**config.mk**
```make
export PLATFORM = sky130hd
export DESIGN_NAME = mmcm_lock_sequencer
export DESIGN_NICKNAME = d
export VERILOG_FILES = /design/src/rtl/mmcm_seq_pkg.sv /design/src/rtl/mmcm_lock_sequencer_sync_ff.sv /design/src/rtl/mmcm_lock_sequencer.sv
export SDC_FILE = /design/constraint.sdc
export NUM_CORES = 1
export LEC_CHECK = 0
export CAP_MARGIN = 20
export CELL_PAD_IN_SITES_DETAIL_PLACEMENT = 1
export CELL_PAD_IN_SITES_GLOBAL_PLACEMENT = 1
export CORE_ASPECT_RATIO = 1.5
export CORE_UTILIZATION = 35
export CTS_CLUSTER_DIAMETER = 30
export DETAILED_ROUTE_END_ITERATION = 7
export DONT_BUFFER_PORTS = 1
export PLACE_DENSITY = 0.64
export SYNTH_ARGS = -nofsm -noshare
export SYNTH_HDL_FRONTEND = slang
export SYNTH_SLANG_ARGS = --single-unit
```
**constraint.sdc**
```tcl
create_clock -name CLK -period 4.4 [get_ports CLK]
set_input_delay 0.88 -clock CLK [delete_from_list [all_inputs] [get_ports CLK]]
set_output_delay 0.88 -clock CLK [all_outputs]
set_load 0.05 [all_outputs]
```
**src/rtl/mmcm_seq_pkg.sv**
```systemverilog
// Shared types and constants for the MMCM lock sequencer.
package mmcm_seq_pkg;

  localparam int LOCK_LOSS_W = 8;

  typedef enum logic [2:0] {
    ST_RST_MMCM  = 3'd0,
    ST_WAIT_LOCK = 3'd1,
    ST_STABLE    = 3'd2,
    ST_RUN       = 3'd3,
    ST_FAIL      = 3'd4
  } mmcm_seq_state_t;

  function automatic int max3(input int a, input int b, input int c);
    int m;
    m = (a > b) ? a : b;
    return (m > c) ? m : c;
  endfunction

endpackage

```
**src/rtl/mmcm_lock_sequencer_sync_ff.sv**
```systemverilog
// Multi-flop synchronizer bringing an asynchronous level into the CLK domain.
module sync_ff #(
  parameter int STAGES = 2
) (
  input  logic clk_i,
  input  logic rst_i,
  input  logic d_i,
  output logic q_o
);

  (* ASYNC_REG = "TRUE" *) logic [STAGES-1:0] sync_q;

  // Shift chain; cleared by the synchronous reset.
  always_ff @(posedge clk_i) begin
    if (rst_i) begin
      sync_q <= '0;
    end else begin
      sync_q <= {sync_q[STAGES-2:0], d_i};
    end
  end

  assign q_o = sync_q[STAGES-1];

endmodule

```
**src/rtl/mmcm_lock_sequencer.sv**
```systemverilog
// Power-up/re-lock controller: pulses MMCM reset, qualifies LOCKED, then releases the core reset.
module mmcm_lock_sequencer
  import mmcm_seq_pkg::*;
#(
  parameter int RST_CYCLES    = 16,
  parameter int LOCK_TIMEOUT  = 65536,
  parameter int STABLE_CYCLES = 1024,
  parameter int MAX_RETRIES   = 3,
  parameter int SYNC_STAGES   = 2,
  localparam int RW = (MAX_RETRIES > 0) ? $clog2(MAX_RETRIES + 1) : 1
) (
  input  logic                   CLK,
  input  logic                   RESET,
  input  logic                   MMCM_LOCKED,
  input  logic                   RELOCK_REQ,
  output logic                   MMCM_RST,
  output logic                   CORE_RESET,
  output logic                   READY,
  output logic                   FAIL,
  output logic [RW-1:0]          RETRY_CNT,
  output logic [LOCK_LOSS_W-1:0] LOCK_LOSS_CNT
);

  localparam int CW = $clog2(max3(RST_CYCLES, LOCK_TIMEOUT, STABLE_CYCLES));

  mmcm_seq_state_t        state_q, state_d;
  logic [CW-1:0]          cnt_q, cnt_d;
  logic [RW-1:0]          retry_q, retry_d;
  logic [LOCK_LOSS_W-1:0] loss_q, loss_d;
  logic                   lk_s;
  logic                   mmcm_rst_q, core_reset_q, ready_q, fail_q;

  sync_ff #(.STAGES(SYNC_STAGES)) u_lock_sync (
    .clk_i (CLK),
    .rst_i (RESET),
    .d_i   (MMCM_LOCKED),
    .q_o   (lk_s)
  );

  // Next-state, shared counter and retry/loss counter updates.
  always_comb begin
    state_d = state_q;
    cnt_d   = cnt_q;
    retry_d = retry_q;
    loss_d  = loss_q;
    case (state_q)
      ST_RST_MMCM: begin
        if (cnt_q == CW'(RST_CYCLES - 1)) begin
          state_d = ST_WAIT_LOCK;
          cnt_d   = '0;
        end else begin
          cnt_d = cnt_q + CW'(1);
        end
      end
      ST_WAIT_LOCK: begin
        if (lk_s) begin
          state_d = ST_STABLE;
          cnt_d   = '0;
        end else if (cnt_q == CW'(LOCK_TIMEOUT - 1)) begin
          cnt_d = '0;
          if (retry_q == RW'(MAX_RETRIES)) begin
            state_d = ST_FAIL;
          end else begin
            state_d = ST_RST_MMCM;
            retry_d = retry_q + RW'(1);
          end
        end else begin
          cnt_d = cnt_q + CW'(1);
        end
      end
      ST_STABLE: begin
        // A dropout while qualifying is a glitch: re-wait without charging a retry.
        if (!lk_s) begin
          state_d = ST_WAIT_LOCK;
          cnt_d   = '0;
        end else if (cnt_q == CW'(STABLE_CYCLES - 1)) begin
          state_d = ST_RUN;
          cnt_d   = '0;
        end else begin
          cnt_d = cnt_q + CW'(1);
        end
      end
      ST_RUN: begin
        if (!lk_s) begin
          state_d = ST_RST_MMCM;
          cnt_d   = '0;
          retry_d = '0;
          if (loss_q != {LOCK_LOSS_W{1'b1}}) begin
            loss_d = loss_q + LOCK_LOSS_W'(1);
          end else begin
            loss_d = loss_q;
          end
        end else if (RELOCK_REQ) begin
          state_d = ST_RST_MMCM;
          cnt_d   = '0;
          retry_d = '0;
        end else begin
          state_d = ST_RUN;
        end
      end
      ST_FAIL: begin
        if (RELOCK_REQ) begin
          state_d = ST_RST_MMCM;
          cnt_d   = '0;
          retry_d = '0;
        end else begin
          state_d = ST_FAIL;
        end
      end
      default: begin
        state_d = ST_RST_MMCM;
        cnt_d   = '0;
      end
    endcase
  end

  // State/counter registers and Moore outputs decoded from the next state.
  always_ff @(posedge CLK) begin
    if (RESET) begin
      state_q      <= ST_RST_MMCM;
      cnt_q        <= '0;
      retry_q      <= '0;
      loss_q       <= '0;
      mmcm_rst_q   <= 1'b1;
      core_reset_q <= 1'b1;
      ready_q      <= 1'b0;
      fail_q       <= 1'b0;
    end else begin
      state_q      <= state_d;
      cnt_q        <= cnt_d;
      retry_q      <= retry_d;
      loss_q       <= loss_d;
      mmcm_rst_q   <= (state_d == ST_RST_MMCM);
      core_reset_q <= (state_d != ST_RUN);
      ready_q      <= (state_d == ST_RUN);
      fail_q       <= (state_d == ST_FAIL);
    end
  end

  assign MMCM_RST      = mmcm_rst_q;
  assign CORE_RESET    = core_reset_q;
  assign READY         = ready_q;
  assign FAIL          = fail_q;
  assign RETRY_CNT     = retry_q;
  assign LOCK_LOSS_CNT = loss_q;

endmodule

```
==> impl_metrics.sql, run 1 <==
INSERT INTO impl_metrics (metric_group, metric, value, unit) VALUES
('status', 'status', 'complete, no violations', ''),
('floorplan', 'floorplan.die_area', '5430', 'um2'),
('sta', 'rsz0062_at_grt', 'no', ''),
('sta', 'setup_violations', '0', ''),
('drt', 'vias', '1543', ''),
('placed_design', 'dpl_hpwl', '3.31', 'mm'),
('setup_path', 'timing.critical_path.fanout_max', '26', ''),
('power', 'clock_power_share', '43.4', '%'),
('sta', 'fin_setup_tns', '0', 'ps'),
('grt', 'grt_pass1_vias', '1603', ''),
('logic_synthesis', 'yosys-top-cells-area', 'sky130_fd_sc_hd__dfxtp_1, sky130_fd_sc_hd__nor2_1, sky130_fd_sc_hd__a21oi_1, sky130_fd_sc_hd__nand3_1, sky130_fd_sc_hd__nand2_1', ''),
('drt', 'wl_per_instance', '15.9', 'um'),
('drt', 'drtIter0Drc', '73', ''),
('grt', 'grt_remaining_overflow', '0', ''),
('finish', 'antenna-diode-count', '0', ''),
('finish', 'post-route-cell-area', '1930', 'um2'),
('drt', 'detail_route.wirelength', '4.43', 'mm'),
('power', 'share_seq_of_total_power', '54.0', '%'),
('placed_design', 'post_dp_cell_area', '1830', 'um2'),
('clock_network', 'cts_inserted_buffers', '5', ''),
('clock_network', 'htree_num_levels', '2', ''),
('power', 'internal_power', '0.000470', 'W'),
('clock_network', 'clock_latency', '290', 'ps'),
('finish', 'num-fill-cells', '608', ''),
('clock_network', 'post_cts_buffers', '0', ''),
('power', 'netSwitchingPower', '0.000130', 'W'),
('floorplan', 'height_of_the_die', '89.8', 'um'),
('clock_network', 'tritoncts_num_sinks', '35', ''),
('sta', 'timing_worst_slew_pin_value', '972', 'ps'),
('clock_network', 'cts_resized', '0', ''),
('setup_path', 'worst-endpoint-required', '4590', 'ps'),
('drt', 'antenna_left', '0', ''),
('power', 'vdd_ir_drop_max', '179', 'uV'),
('drt', 'drt_pre_antenna_iters', '4', ''),
('flow_run', 'timing.max_cap.violations', '0', ''),
('logic_synthesis', 'count_of_distinct_cell_types_in_the_synthesized_netlist', '49', ''),
('clock_network', 'cts_tree', 'done', ''),
('logic_synthesis', 'register_bit_count_reported_by_yosys', '35', ''),
('power', 'power.switching_fraction', '21.6', '%'),
('sta', 'slew_headroom', '35.0', '%'),
('setup_path', 'crit_start', 'cnt_q[1]', ''),
('logic_synthesis', 'synth_most_common_cell', 'sky130_fd_sc_hd__dfxtp_1', ''),
('setup_path', 'cp.arrival', '2520', 'ps'),
('grt', 'pin_count_of_the_biggest_net_entering_global_routing', '27', ''),
('setup_path', 'timing_worst_setup_path_type', 'reg2reg', ''),
('finish', 'finalNetCount', '218', ''),
('logic_synthesis', 'syn-mean-instance-area', '8.40', 'um2'),
('power', 'total_power_per_unit_cell_area', '311', 'nW/um2'),
('drt', 'via_per_inst', '5.55', ''),
('floorplan', 'initial_core_util', '36.8', '%'),
('setup_path', 'critPathCapture', 'cnt_q[14]', ''),
('logic_synthesis', 'synth.net_count', '221', ''),
('drt', 'drc_violation_count_after_routing', '0', ''),
('logic_synthesis', 'synth_async_sr_flop_share', '0', '%'),
('clock_network', 'post_cts_hold_buffer_count', '0', ''),
('setup_path', 'worst_r2r_startpoint', 'cnt_q[1]', ''),
('setup_path', 'cp-end-kind', 'flip-flop', ''),
('setup_path', 'rrSetupSlack', '2070', 'ps'),
('setup_path', 'cell_count_of_the_worst_reg_to_reg_path', '7', ''),
('finish', 'drive_gt1_share', '7.55', '%'),
('placed_design', 'place.port_buffers', '0', ''),
('logic_synthesis', 'syn-cell-area', '1800', 'um2'),
('finish', 'area_growth_syn_to_layout', '7.17', '%'),
('floorplan', 'design.portCount', '18', ''),
('logic_synthesis', 'yosys_most_used_dff', 'sky130_fd_sc_hd__dfxtp_1', ''),
('logic_synthesis', 'yosys.area.top_type', 'sky130_fd_sc_hd__dfxtp_1', ''),
('logic_synthesis', 'synth_sequential_area_ratio', '39.0', '%'),
('logic_synthesis', 'number_of_flops_mapped_to_enable_cells_by_yosys', '0', ''),
('floorplan', 'floorplan.die.width', '60.5', 'um'),
('sta', 'final_critical_period', '2330', 'ps'),
('floorplan', 'fp.coreArea', '4890', 'um2');
-- registers in the layout, summed over array words and instances (netlist names) --
| name | flops |
|---|---|
| cnt_q | 16 |
| LOCK_LOSS_CNT | 8 |
| state_q | 3 |
| RETRY_CNT | 2 |
| u_lock_sync.sync_q | 2 |
| CORE_RESET | 1 |
| FAIL | 1 |
| MMCM_RST | 1 |
| READY | 1 |
-- power by group through the flow --
| stage | combinational, W | clock [W] | sequential, W |
|---|---|---|---|
| 3_3_place_gp | 0.0000144 | 0 | 0.000331 |
| 4_1_cts | 0.0000156 | 0.000269 | 0.000324 |
| 3_5_place_dp | 0.0000157 | 0 | 0.000331 |
| 6_report | 0.0000155 | 0.000260 | 0.000324 |
| 5_1_grt | 0.0000171 | 0.000281 | 0.000324 |
| 2_1_floorplan | 0.0000155 | 0 | 0.000330 |
-- cell type report --
| type | count | share of cell area, % |
|---|---|---|
| Inverter | 10 | 1.95 |
| Tap cell | 66 | 4.29 |
| Multi-Input combinational cell | 159 | 52.2 |
| Sequential cell | 35 | 36.4 |
| Clock buffer | 8 | 5.19 |
-- per-stage QoR --
step	setup slack (ps)	util, %	power (W)	hold slack (ps)	std cells
after floorplan	2530	-	0.000345	414	214
after global placement	2130	37.4	0.000345	429	270
after detailed placement	2030	37.4	0.000347	437	270
after CTS	2080	39.4	0.000608	455	278
after global routing	1920	39.4	0.000623	474	278
final	2070	39.4	0.000599	448	278
-- layer usage --
layer  GRT usage [%]  routed length, um
met5               0                  0
met2            33.5               2470
met4            6.25                 70
met3            4.46                143
met1            19.0               1740
-- worst max-delay path, stage by stage, from the launching register on --
cell and delay [ps]:
sky130_fd_sc_hd__dfxtp_1 390, sky130_fd_sc_hd__ha_1 240, sky130_fd_sc_hd__and3_1 340, sky130_fd_sc_hd__nand2_1 260, sky130_fd_sc_hd__o21ai_4 270, sky130_fd_sc_hd__a31oi_4 300, sky130_fd_sc_hd__a21o_1 250, sky130_fd_sc_hd__a22o_1 180
-- logic make-up after synthesis --
family	after synthesis	synth area share (%)
AO/OA/AOI/OAI	49	18.9
XOR/XNOR	6	2.92
adder cells (fa/ha/maj)	3	2.09
buffers and inverters	20	5.08
flip-flops	35	39.0
multiplexers	5	2.85
AND/OR/NAND/NOR	96	29.2
-- cell usage in the layout, fill, tap and decap left out, types with 2 or more instances in the layout --
master	n
sky130_fd_sc_hd__inv_1	10
sky130_fd_sc_hd__nor2_1	26
sky130_fd_sc_hd__and2_1	2
sky130_fd_sc_hd__nand3_1	17
sky130_fd_sc_hd__nand3b_1	2
sky130_fd_sc_hd__nor2b_1	2
sky130_fd_sc_hd__a31oi_1	2
sky130_fd_sc_hd__a21oi_1	18
sky130_fd_sc_hd__o21ai_0	5
sky130_fd_sc_hd__and3_1	6
sky130_fd_sc_hd__nand2b_1	2
sky130_fd_sc_hd__xnor2_1	2
sky130_fd_sc_hd__mux2i_1	4
sky130_fd_sc_hd__and4_1	3
sky130_fd_sc_hd__nor4_1	2
sky130_fd_sc_hd__clkbuf_8	7
sky130_fd_sc_hd__a22o_1	4
sky130_fd_sc_hd__nor3_1	2
sky130_fd_sc_hd__nand2_1	14
sky130_fd_sc_hd__o21ai_1	5
sky130_fd_sc_hd__nand4_1	6
sky130_fd_sc_hd__dfxtp_1	35
sky130_fd_sc_hd__a21o_1	5
sky130_fd_sc_hd__ha_1	3
sky130_fd_sc_hd__xor2_1	4
sky130_fd_sc_hd__nand4b_1	2
-- how the worst min path moves through the flow --
| stage | from | endpoint | slack [ps] | depth (start not counted) |
|---|---|---|---|---|
| floorplan | u_lock_sync.sync_q[0] | u_lock_sync.sync_q[1] | 410 | 1 |
| global placement | u_lock_sync.sync_q[0] | u_lock_sync.sync_q[1] | 430 | 1 |
| detailed placement | u_lock_sync.sync_q[0] | u_lock_sync.sync_q[1] | 440 | 1 |
| CTS | u_lock_sync.sync_q[0] | u_lock_sync.sync_q[1] | 460 | 1 |
| global route | u_lock_sync.sync_q[0] | u_lock_sync.sync_q[1] | 470 | 1 |
| finish | u_lock_sync.sync_q[0] | u_lock_sync.sync_q[1] | 450 | 1 |
Power figures use the tool's default switching activity.
==> run 2: changes to the inputs <==
==> constraint.sdc (replaced) <==
create_clock -name CLK -period 2.16 [get_ports CLK]
set_input_delay 0.432 -clock CLK [delete_from_list [all_inputs] [get_ports CLK]]
set_output_delay 0.432 -clock CLK [all_outputs]
set_load 0.05 [all_outputs]
==> run 2 against run 1 <==
  * Global-route usage is 0.11 points higher
  * Flip-flop and latch count is the same
  * Register-to-register slack lost 1900 ps
  * Hold slack got worse by 240 ps
  * First-iteration DRC count is 34% lower
  * Clock skew down 7.1 ps
  * Setup slack worse by 1900 ps
  * Wire length is 1.4% higher
  * Cell area grew 6.8%
  * Critical path type unchanged
==> impl_metrics.sql, run 2 (synthesis results as in run 1) <==
INSERT INTO impl_metrics (metric_group, metric, value, unit) VALUES
('clock_network', 'max-clock-path-buffers', '2', ''),
('finish', 'area_growth_syn_to_layout', '14.4', '%'),
('clock_network', 'post_cts_buffers', '0', ''),
('floorplan', 'floorplan.die.width', '60.5', 'um'),
('finish', 'largest_register_ff_count', '16', ''),
('sta', 'maxClockFrequency', '501', 'MHz'),
('drt', 'detail_route.wirelength', '4.49', 'mm'),
('setup_path', 'worst-endpoint-required', '2340', 'ps'),
('finish', 'layout_commonest_cell', 'sky130_fd_sc_hd__dfxtp_1', ''),
('grt', 'pin_count_of_the_biggest_net_entering_global_routing', '27', ''),
('placed_design', 'place.port_buffers', '0', ''),
('power', 'netSwitchingPower', '0.000252', 'W'),
('drt', 'wl_per_instance', '15.4', 'um'),
('power', 'leakage', '0.748', 'nW'),
('clock_network', 'tritoncts_num_sinks', '35', ''),
('sta', 'slew_headroom', '60.6', '%'),
('finish', 'final_cell_mix', 'sky130_fd_sc_hd__dfxtp_1, sky130_fd_sc_hd__nor2_1, sky130_fd_sc_hd__a21oi_1, sky130_fd_sc_hd__nand3_1', ''),
('sta', 'layout_worst_path_cycle_share', '92.4', '%'),
('placed_design', 'pre_cts_ws', '69.5', 'ps'),
('sta', 'maxSlewViolCount', '0', ''),
('floorplan', 'floorplan.die_area', '5430', 'um2'),
('placed_design', 'gp_routability_congestion', '0.772', ''),
('sta', 'final_critical_period', '2000', 'ps'),
('setup_path', 'timing.critical_path.fanout_max', '6', ''),
('power', 'combPwrFrac', '3.3', '%'),
('power', 'clock_power_share', '40.5', '%'),
('clock_network', 'root_buffer', 'sky130_fd_sc_hd__clkbuf_8', ''),
('power', 'share_seq_of_total_power', '56.2', '%'),
('finish', 'regMostFlops', 'cnt_q', ''),
('power', 'internal_power', '0.000921', 'W'),
('sta', 'rsz0062_at_grt', 'no', ''),
('sta', 'timing_worst_slew_pin_value', '590', 'ps'),
('clock_network', 'cts_tree', 'done', ''),
('finish', 'fin_util', '42.1', '%'),
('power', 'vdd_ir_drop_max', '356', 'uV'),
('sta', 'fin_setup_tns', '0', 'ps'),
('grt', 'grt_remaining_overflow', '0', ''),
('sta', 'worst_slack', '165', 'ps'),
('clock_network', 'clk_transition_reported_paths', '70', 'ps'),
('finish', 'drive_gt1_share', '15.9', '%'),
('clock_network', 'cts_inserted_buffers', '5', ''),
('sta', 'setup_violations', '0', ''),
('grt', 'antenna_found_initial', '0', ''),
('sta', 'fin_hold_viols', '0', ''),
('floorplan', 'height_of_the_die', '89.8', 'um'),
('floorplan', 'design.portCount', '18', ''),
('setup_path', 'worstSetupStartpointType', 'flip-flop', ''),
('floorplan', 'fp.coreArea', '4890', 'um2'),
('finish', 'antenna-diode-count', '0', ''),
('grt', 'grt_pass1_vias', '1641', ''),
('floorplan', 'cell_row_count', '31', ''),
('drt', 'drt_pre_antenna_iters', '4', ''),
('floorplan', 'initial_core_util', '36.8', '%'),
('clock_network', 'htree_num_levels', '2', ''),
('setup_path', 'cp.arrival', '2180', 'ps'),
('clock_network', 'clock_latency', '280', 'ps'),
('drt', 'via_per_inst', '5.52', ''),
('power', 'total_power', '0.00117', 'W'),
('sta', 'fin_hold_ws', '208', 'ps'),
('grt', 'wire_length_of_the_first_global_routing_pass', '7.67', 'mm'),
('setup_path', 'cp-end-kind', 'flip-flop', ''),
('drt', 'antenna_left', '0', ''),
('drt', 'drc_violation_count_after_routing', '0', ''),
('status', 'status', 'complete, no violations', ''),
('drt', 'vias', '1611', ''),
('setup_path', 'timing_worst_setup_path_type', 'reg2reg', ''),
('min_path', 'hp-class', 'in2reg', ''),
('power', 'total_power_per_unit_cell_area', '570', 'nW/um2'),
('drt', 'drtIter0Drc', '48', ''),
('grt', 'groute.usage.overall', '18.3', '%'),
('placed_design', 'dpl_hpwl', '3.39', 'mm'),
('flow_run', 'timing.max_cap.violations', '0', ''),
('finish', 'finalNetCount', '233', ''),
('power', 'power.switching_fraction', '21.5', '%'),
('clock_network', 'cts_resized', '0', ''),
('sta', 'worst_clock_skew', '3.11', 'ps'),
('clock_network', 'post_cts_hold_buffer_count', '0', '');
## run 2: worst paths after layout
path | startpoint | to | slack (ps) | depth (start not counted)
setup / recovery | cnt_q[1] | cnt_q[14] | 160 | 8
hold / removal | RESET | u_lock_sync.sync_q[0] | 210 | 1
setup reg to reg | cnt_q[1] | cnt_q[14] | 160 | 8
hold reg to reg | u_lock_sync.sync_q[0] | u_lock_sync.sync_q[1] | 460 | 1
## run 2: cell type report
class | count | area, um2
clock inverter | 1 | 5.00
clock buffer | 6 | 82.6
fill | 615 | 2830
timing repair buffer | 15 | 125
inverter | 10 | 37.5
sequential | 35 | 701
multi-input combinational | 159 | 1020
tap | 66 | 82.6
## run 2: power by group through the flow
stage               Clock (W)  Sequential, W  Combinational, W
finish               0.000475       0.000660         0.0000385
global route         0.000514       0.000660         0.0000429
CTS                  0.000488       0.000659         0.0000378
detailed placement          0       0.000674         0.0000378
global placement            0       0.000673         0.0000358
floorplan                   0       0.000672         0.0000316
## run 2: worst max-delay path: stages (launching register included)
cell                      delay (ps)
sky130_fd_sc_hd__dfxtp_1         390
sky130_fd_sc_hd__ha_2            240
sky130_fd_sc_hd__and3_2          260
sky130_fd_sc_hd__nand2_1         130
sky130_fd_sc_hd__buf_4           180
sky130_fd_sc_hd__nor2_1          170
sky130_fd_sc_hd__nand3_1         130
sky130_fd_sc_hd__a21o_1          200
sky130_fd_sc_hd__a22o_1          180
## run 2: layer usage
metal	up-vias	share of wire, %	track usage [%]
li1	793	-	-
met1	793	39	20.2
met2	20	57	33.7
met3	5	2.6	3.74
met4	0	1.1	5.11
met5	-	0	0
## run 2: stage by stage
step / area [um2] / instances
after floorplan: 1800 / 214
after global placement: 1950 / 285
after detailed placement: 1950 / 285
after CTS: 2040 / 292
after global routing: 2060 / 292
final: 2060 / 292
